--- config.mk ---
export PLATFORM = sky130hd
export DESIGN_NAME = memu_resp
export DESIGN_NICKNAME = d
export VERILOG_FILES = /design/src/rtl/memu_resp.sv
export SDC_FILE = /design/constraint.sdc
export NUM_CORES = 1
export LEC_CHECK = 0
export CAP_MARGIN = 20
export CORE_ASPECT_RATIO = 1.4
export CORE_UTILIZATION = 30
export CTS_BUF_LIST = sky130_fd_sc_hd__clkbuf_8
export CTS_CLUSTER_DIAMETER = 40
export DETAILED_ROUTE_END_ITERATION = 8
export PLACE_DENSITY = 0.63
export REMOVE_ABC_BUFFERS = 1
export SLEW_MARGIN = 20
export SYNTH_ARGS = -nofsm -noshare
export SYNTH_HDL_FRONTEND = slang
export SYNTH_SLANG_ARGS = --single-unit
export TNS_END_PERCENT = 100
--- constraint.sdc ---
create_clock -name clk -period 2.35 [get_ports clk]
set_input_delay 0.47 -clock clk [delete_from_list [all_inputs] [get_ports clk]]
set_output_delay 0.47 -clock clk [all_outputs]
set_load 0.005 [all_outputs]
--- src/rtl/memu_resp.sv ---
// memu_resp: memory-access pipeline stage between EXE and WB.
// Holds one EXE bundle, waits for the data-SRAM response of the access EXE
// issued, aligns and sign/zero-extends load data, and forwards the
// write-back value to WB plus hazard/bypass information to ID.
module memu_resp #(
   parameter int unsigned IN_LEN  = 75,
   parameter int unsigned OUT_LEN = 70
) (
   input  logic               clk,
   input  logic               resetn,
   input  logic               exe_to_mem_valid,
   output logic               mem_allowin,
   input  logic [IN_LEN-1:0]  exe_to_mem_zip,
   input  logic               wb_allowin,
   output logic               mem_to_wb_valid,
   output logic [OUT_LEN-1:0] mem_to_wb_zip,
   input  logic               data_sram_data_ok,
   input  logic [31:0]        data_sram_rdata,
   output logic [38:0]        mem_rf_zip
);

   typedef enum logic [1:0] {
      IDLE = 2'd0,
      WAIT = 2'd1,
      HELD = 2'd2
   } state_t;

   localparam logic [2:0] LD_W  = 3'b000;
   localparam logic [2:0] LD_B  = 3'b001;
   localparam logic [2:0] LD_H  = 3'b010;
   localparam logic [2:0] LD_BU = 3'b011;
   localparam logic [2:0] LD_HU = 3'b100;

   state_t              state;
   state_t              state_nxt;
   logic                mem_valid;
   logic [IN_LEN-1:0]   mem_zip;
   logic [31:0]         rdata_buf;

   logic                ready_go;
   logic                accept;
   logic                leave;
   logic                capture;

   // Fields of the latched entry.
   logic [2:0]          ld_op;
   logic                mem_we;
   logic                res_from_mem;
   logic                rf_we;
   logic [4:0]          rf_waddr;
   logic [31:0]         alu_result;
   logic [31:0]         pc;

   // need_resp of the incoming EXE bundle decides the state of a new entry.
   logic                in_need_resp;

   logic [31:0]         raw;
   logic [1:0]          addr_lo;
   logic [7:0]          ld_byte;
   logic [15:0]         ld_half;
   logic [31:0]         ld_result;
   logic [31:0]         final_result;
   logic                mem_busy;

   assign {ld_op, mem_we, res_from_mem, rf_we, rf_waddr, alu_result, pc} = mem_zip;
   assign in_need_resp = exe_to_mem_zip[71] | exe_to_mem_zip[70];

   // A WAIT entry completes on data_ok; every other valid entry is complete.
   assign ready_go    = (state == WAIT) ? data_sram_data_ok : 1'b1;
   assign leave       = mem_valid & ready_go & wb_allowin;
   assign mem_allowin = ~mem_valid | (ready_go & wb_allowin);
   assign accept      = exe_to_mem_valid & mem_allowin;
   assign capture     = (state == WAIT) & data_sram_data_ok & ~wb_allowin;

   assign mem_to_wb_valid = mem_valid & ready_go;

   // Entry register: latch a new bundle or drop the one leaving to WB.
   always_ff @(posedge clk) begin
      if (!resetn) begin
         mem_valid <= 1'b0;
         mem_zip   <= '0;
      end else begin
         if (accept) begin
            mem_valid <= 1'b1;
            mem_zip   <= exe_to_mem_zip;
         end else begin
            mem_valid <= mem_valid & ~leave;
         end
      end
   end

   // Response-tracking state register.
   always_ff @(posedge clk) begin
      if (!resetn) begin
         state <= IDLE;
      end else begin
         state <= state_nxt;
      end
   end

   // Next-state: a freshly accepted entry always restarts from its own
   // need_resp; data_ok seen in IDLE or HELD is stale and ignored.
   always_comb begin
      state_nxt = state;
      if (accept) begin
         state_nxt = in_need_resp ? WAIT : IDLE;
      end else begin
         unique case (state)
            IDLE: state_nxt = IDLE;
            WAIT: begin
               if (data_sram_data_ok) begin
                  state_nxt = wb_allowin ? IDLE : HELD;
               end
            end
            HELD: begin
               if (wb_allowin) begin
                  state_nxt = IDLE;
               end
            end
            default: state_nxt = IDLE;
         endcase
      end
   end

   // Buffer the read data when the response arrives while WB is stalled.
   always_ff @(posedge clk) begin
      if (!resetn) begin
         rdata_buf <= '0;
      end else if (capture) begin
         rdata_buf <= data_sram_rdata;
      end
   end

   assign raw     = (state == HELD) ? rdata_buf : data_sram_rdata;
   assign addr_lo = alu_result[1:0];

   // Byte/halfword selection; a[0] is ignored for halfwords.
   always_comb begin
      ld_byte = raw[7:0];
      unique case (addr_lo)
         2'd0: ld_byte = raw[7:0];
         2'd1: ld_byte = raw[15:8];
         2'd2: ld_byte = raw[23:16];
         2'd3: ld_byte = raw[31:24];
         default: ld_byte = raw[7:0];
      endcase
      ld_half = addr_lo[1] ? raw[31:16] : raw[15:0];
   end

   // Load extension; unlisted ld_op encodings behave as a word load.
   always_comb begin
      ld_result = raw;
      case (ld_op)
         LD_W:  ld_result = raw;
         LD_B:  ld_result = {{24{ld_byte[7]}}, ld_byte};
         LD_BU: ld_result = {24'd0, ld_byte};
         LD_H:  ld_result = {{16{ld_half[15]}}, ld_half};
         LD_HU: ld_result = {16'd0, ld_half};
         default: ld_result = raw;
      endcase
   end

   assign final_result = res_from_mem ? ld_result : alu_result;
   assign mem_busy     = mem_valid & res_from_mem & ~ready_go;

   assign mem_to_wb_zip = {rf_we & mem_valid, rf_waddr, final_result, pc};
   assign mem_rf_zip    = {mem_busy, rf_we & mem_valid, rf_waddr, final_result};

endmodule

; ---- Yosys cells after proc, flatten, opt, wreduce, memory -nomap -nowiden
; Index checks and enable logic that the tools add are counted.
[totals]
regBits = 110
inputBits = 112
out_inout_bits = 111
elab_cells = 46
[classes]
eq_ne = 11
mux = 13
bitwise = 16
n_reduce_logical = 2
[op_table]
columns = operator, count
row1 = 32-bit one-hot mux with 4 select lines, 1
row2 = 32-bit two-way mux, 2
row3 = 8-bit one-hot mux with 4 select lines, 1
row4 = 16-bit two-way mux, 1
row5 = 1-bit AND, 10
row6 = 2-bit two-way mux, 4
row7 = 2-bit equality test (second input constant), 3
row8 = 3-bit by 2-bit equality test with 1-bit output (second input constant), 2
row9 = 3-bit inequality test (second input constant), 2
row10 = 2-bit by 1-bit equality test with 1-bit output (second input constant), 2
row11 = 1-bit inverter, 4
row12 = 2-bit one-hot mux with 2 select lines, 1
row13 = 3-bit by 1-bit equality test with 1-bit output (second input constant), 1
row14 = 3-bit equality test (second input constant), 1
row15 = 1-bit two-way mux, 3
row16 = 2-bit zero test, 1
row17 = 1-bit OR, 2
row18 = 2-bit AND reduction, 1

; ---- Logic depth before layout (Yosys ltp)
[depth]
word_depth = 7
mapped_depth = 9
ltp_nobuf = 5

; ---- Least setup slack after synthesis
; OpenSTA, ideal clock, no wires.
[synth_timing]
kind = flip-flop to output port
startpoint = register state[1]
endpoint = output port mem_to_wb_zip[43]
arrival_ns = 1.933
required_time_ns = 1.880
setup_slack_ns = -0.053
stages_incl_launch_ff = 8
n_path_buf = 2
cell_sequence = dfxtp_1 nand2b_4 buf_6 mux2i_1 a311o_1 or3_4 a32oi_1 buf_4
[synth_via]
elab_chain_cells = 5
elab_cells_between_ends = 6
cone_classes = 1 x eq/ne / 5 x mux
[synth_lines]
columns = item, line_no
row1 = from (decl), 34  ; state_t state;
row2 = from (signal assigned), 97  ; state <= state_nxt;
row3 = 2-bit equality test (*), 134  ; assign raw = (state == HELD) ? rdata_buf : data_sram_rdata;
row4 = 32-bit two-way mux (*), 134
row5 = 8-bit one-hot mux with 4 select lines / 16-bit two-way mux (equally long branches), "140, 147"
row6 = 32-bit one-hot mux with 4 select lines (*), 153  ; case (ld_op)
row7 = 32-bit two-way mux (*), 163  ; assign final_result = res_from_mem ? ld_result : alu_result;
row8 = to (decl), 16  ; output logic [OUT_LEN-1:0] mem_to_wb_zip,
; Mark *: on every way between the ends. The rest lies on a longest branch, timed or not.

; ---- Final worst setup path
[layout_timing]
startpoint = register state[0]
endpoint = output port mem_to_wb_zip[62]
; Same word-level chain as after synthesis.

==> report_table.html <==
<table>
<tr><th>Metric</th><th>Value</th></tr>
<tr><th colspan="2">STA</th></tr>
<tr><td>Max Clk Rate</td><td>345 MHz</td></tr>
<tr><td>Smallest hold slack</td><td>0.457 ns</td></tr>
<tr><td>Setup-failing EPs final</td><td>64</td></tr>
<tr><td>Unrepaired setup endpoints after global routing</td><td>yes</td></tr>
<tr><td>Tcrit/Tclk final</td><td>123%</td></tr>
<tr><td>Number of slew-limit violations in the final report</td><td>0</td></tr>
<tr><td>Final hold viol count</td><td>0</td></tr>
<tr><td>Period minus WS final</td><td>2.90 ns</td></tr>
<tr><td>Worst setup margin</td><td>-0.550 ns</td></tr>
<tr><td>Least-Margin Pin Slew</td><td>0.428 ns</td></tr>
<tr><td>Clock Skew</td><td>0.0166 ns</td></tr>
<tr><td>Rel. slew slack</td><td>71.4%</td></tr>
<tr><th colspan="2">Power</th></tr>
<tr><td>Part of the power in combinational logic</td><td>27.6%</td></tr>
<tr><td>Cell-internal power</td><td>3.14 mW</td></tr>
<tr><td>VDD IR-drop max</td><td>0.236 mV</td></tr>
<tr><td>Sequential share of power</td><td>44.9%</td></tr>
<tr><td>Net switching power</td><td>1.31 mW</td></tr>
<tr><td>Fraction of power consumed by the clock network</td><td>27.5%</td></tr>
<tr><td>Lkg Pwr</td><td>3.63 nW</td></tr>
<tr><td>Total power divided by cell area</td><td>494 mW/mm2</td></tr>
<tr><td>Switching part of the total</td><td>29.4%</td></tr>
<tr><th colspan="2">Synthesis</th></tr>
<tr><td>Register bit count reported by yosys</td><td>109</td></tr>
<tr><td>Mapped Cells</td><td>751</td></tr>
<tr><td>Number of enable-type register cells in the synthesized netlist</td><td>0</td></tr>
<tr><td>Leading area contributor after synthesis</td><td>sky130_fd_sc_hd__dfxtp_1</td></tr>
<tr><td>Seq/Total Area, Yosys</td><td>38.4%</td></tr>
<tr><td>Main synth FF type</td><td>sky130_fd_sc_hd__dfxtp_1</td></tr>
<tr><td>Top area cells in the synthesized netlist</td><td>sky130_fd_sc_hd__dfxtp_1, sky130_fd_sc_hd__nand2_1, sky130_fd_sc_hd__a21oi_1</td></tr>
<tr><td>Mean Syn Cell Area</td><td>7.57 um2</td></tr>
<tr><td>Synth cell types</td><td>43</td></tr>
<tr><td>Area share of the largest cell type after synthesis</td><td>38.4%</td></tr>
<tr><td>Async SR Flop Fraction</td><td>0%</td></tr>
<tr><td>Yosys warnings</td><td>0</td></tr>
<tr><td>Post-Synthesis Cell Area</td><td>0.00568 mm2</td></tr>
<tr><th colspan="2">CTS</th></tr>
<tr><td>CTS Root Cell</td><td>sky130_fd_sc_hd__clkbuf_8</td></tr>
<tr><td>Worst-Skew Late Latency</td><td>0.40 ns</td></tr>
<tr><td>Cts bufs inserted</td><td>9</td></tr>
<tr><td>Number of hold buffers added after CTS</td><td>0</td></tr>
<tr><td>TritonCTS clock tree</td><td>done</td></tr>
<tr><td>Clock Tree Buf Depth</td><td>2</td></tr>
<tr><td>Clock slew at reported path FFs</td><td>0.10 ns</td></tr>
<tr><td>Num Clock Sinks</td><td>109</td></tr>
<tr><td>CTS H-tree lvls</td><td>3</td></tr>
<tr><th colspan="2">Die</th></tr>
<tr><td>Die Area</td><td>0.0195 mm2</td></tr>
<tr><td>Initial cell density of the core</td><td>30.5%</td></tr>
<tr><td>Top Ports</td><td>223</td></tr>
<tr><td>Cell row count</td><td>59</td></tr>
<tr><td>Die Height</td><td>165 um</td></tr>
<tr><td>Die X-Extent</td><td>118 um</td></tr>
<tr><td>Std-Cell Core Area</td><td>0.0186 mm2</td></tr>
<tr><th colspan="2">Worst setup path</th></tr>
<tr><td>Kind of end point of the critical path</td><td>output port</td></tr>
<tr><td>Maximum fanout encountered on the critical timing path</td><td>7</td></tr>
<tr><td>Cell occurring most often along the worst timing path</td><td>sky130_fd_sc_hd__buf_6</td></tr>
<tr><td>Critical path start-end classification</td><td>reg2out</td></tr>
<tr><td>CP arrival</td><td>2.43 ns</td></tr>
<tr><td>Cell with the largest stage delay on the worst path</td><td>sky130_fd_sc_hd__mux4_2</td></tr>
<tr><td>Startpoint class of the critical path</td><td>flip-flop</td></tr>
<tr><td>Critical Path Max Stage Delay</td><td>0.56 ns</td></tr>
<tr><td>CP required</td><td>1.88 ns</td></tr>
<tr><td>Series of cell instances along the critical path</td><td>nand2b_4 -&gt; buf_6 -&gt; mux4_2 -&gt; nand3_4 -&gt; o21ai_4 -&gt; buf_6 -&gt; buf_4 -&gt; o22a_1 -&gt; clkbuf_2</td></tr>
<tr><th colspan="2">Finish</th></tr>
<tr><td>Final Instance Count excl. Fillers</td><td>1224</td></tr>
<tr><td>Most common cell after layout, fill and taps aside</td><td>sky130_fd_sc_hd__nand2_1</td></tr>
<tr><td>Antenna cells</td><td>0</td></tr>
<tr><td>Leading cell types in the layout, fill and taps excluded</td><td>sky130_fd_sc_hd__nand2_1, sky130_fd_sc_hd__clkdlybuf4s50_1, sky130_fd_sc_hd__a21oi_1, sky130_fd_sc_hd__dfxtp_1, sky130_fd_sc_hd__buf_4</td></tr>
<tr><td>Synthesis-to-finish area growth</td><td>58.2%</td></tr>
<tr><td>Final net count</td><td>1087</td></tr>
<tr><td>Layout cell share with drive strength beyond 1</td><td>27.7%</td></tr>
<tr><th colspan="2">Global route</th></tr>
<tr><td>Pin count of the biggest net entering global routing</td><td>57</td></tr>
<tr><td>Number of antenna violations at the first check in global routing</td><td>0</td></tr>
<tr><td>First-pass GRT wire length</td><td>29400 um</td></tr>
<tr><td>All-layer global routing usage</td><td>19.3%</td></tr>
<tr><td>Total congestion overflow after global routing</td><td>0</td></tr>
<tr><td>Via count of the first global-routing pass</td><td>5593</td></tr>
<tr><th colspan="2">Run status</th></tr>
<tr><td>Failing checks</td><td>setup timing</td></tr>
<tr><td>Result of the run</td><td>finished, violations left</td></tr>
<tr><th colspan="2">Route</th></tr>
<tr><td>Vias post-DR</td><td>5876</td></tr>
<tr><td>DRC violations left</td><td>0</td></tr>
<tr><td>Number of detailed-routing iterations run before antenna repair</td><td>6</td></tr>
<tr><td>Initial DRC Count</td><td>277</td></tr>
<tr><td>Drt total wl</td><td>19700 um</td></tr>
<tr><td>Vias per std cell</td><td>4.80</td></tr>
<tr><td>Detail Route Antenna Nets</td><td>0</td></tr>
<tr><td>Average wire length per cell after detail routing</td><td>16.1 um</td></tr>
<tr><th colspan="2">Placed design</th></tr>
<tr><td>Placed Cells incl. Taps</td><td>1170</td></tr>
<tr><td>Post-DP HPWL</td><td>13600 um</td></tr>
<tr><td>Count of input and output buffers</td><td>222</td></tr>
<tr><td>Weighted congestion at the end of routability-driven global placement</td><td>0.865</td></tr>
<tr><th colspan="2">Worst hold path</th></tr>
<tr><td>Class of the tightest hold or removal check</td><td>reg2reg</td></tr>
<tr><th colspan="2">Run</th></tr>
<tr><td>Max-cap violations</td><td>0</td></tr>
</table>
## area by class of cell
cell class | instances | area [um2]
fillers | 1829 | 9610
multi-input cells | 507 | 3190
repair buffers | 341 | 3060
flip-flops and latches | 109 | 2190
well taps | 244 | 305
clock buffers | 10 | 138
clock inverters | 6 | 68.8
inverters | 7 | 27.5
## critical path: cells and delay by family (launching register included)
| family | cells | cell delay, ns |
|---|---|---|
| muxes | 1 | 0.56 |
| DFF | 1 | 0.39 |
| and+or+nand+nor | 2 | 0.32 |
| AOI/OAI and AO/OA | 2 | 0.25 |
| buffers and inverters | 4 | 0.52 |
## cell usage after synthesis, drive strengths merged (2+ instances only)
cell	count
nand2	224
a21oi	130
dfxtp	109
buf	89
clkbuf	40
mux2i	29
o21ai	21
nor2	18
o22a	17
a31oi	8
inv	7
a2111oi	5
a32oi	4
and3b	4
a211oi	3
a221oi	3
a32o	3
mux2	3
mux4	3
nand2b	3
nand3	3
nor2b	3
nor3	3
o22ai	3
or3	3
xnor2	3
and2	2
## flip-flops by register name (all words and copies together) (netlist names)
signal / count
state: 2
mem_valid: 1
mem_zip: 74
rdata_buf: 32
## power groups by stage
stage	Sequential (mW)	Combinational, mW	Clock, mW
floorplan	2.04	0.380	0
global placement	2.03	1.17	0
detailed placement	2.03	1.17	0
CTS	1.99	1.18	1.27
global route	2.01	1.32	1.32
finish	1.99	1.23	1.22
## path summary, 6_finish.rpt
kind,startpoint,endpoint,slack (ns),depth (start not counted)
hold / removal,mem_zip[40],mem_zip[40],0.46,2
hold reg to reg,mem_zip[40],mem_zip[40],0.46,2
setup reg to reg,state[1],mem_zip[51],0.54,8
setup / recovery,state[0],mem_to_wb_zip[62],-0.55,9
## layer usage
metal  routed length (um)  GRT usage (%)
met5                    0              0
met4                  532           9.09
met3                  961           3.21
met2                10100           34.0
met1                 8070           22.9
## per-stage QoR
stage / setup TNS, ns / total power [mW] / cell area [um2] / util [%] / setup slack, ns
floorplan: -13.96 / 2.42 / 4890 / - / -0.319
global placement: -45.23 / 3.20 / 8130 / 43.7 / -0.836
detailed placement: -46.38 / 3.20 / 8130 / 43.7 / -0.856
CTS: -41.58 / 4.44 / 8600 / 46.2 / -0.717
global route: -32.26 / 4.65 / 8990 / 48.3 / -0.624
finish: -27.64 / 4.44 / 8990 / 48.3 / -0.550
## logic make-up after synthesis
logic type,synth area share [%]
compound gates,20.7
xor+xnor,0.463
buf+inv,14.4
flops,38.4
mux,6.89
simple gates,19.1
## what timing repair did
action,4_1_cts,5_1_grt
setup buffers,15,24
pin swaps,12,36
gates resized for setup,102,213
cloned,0,3
endpoints found under the setup margin,65,66
(Power assumes the default switching activity.)
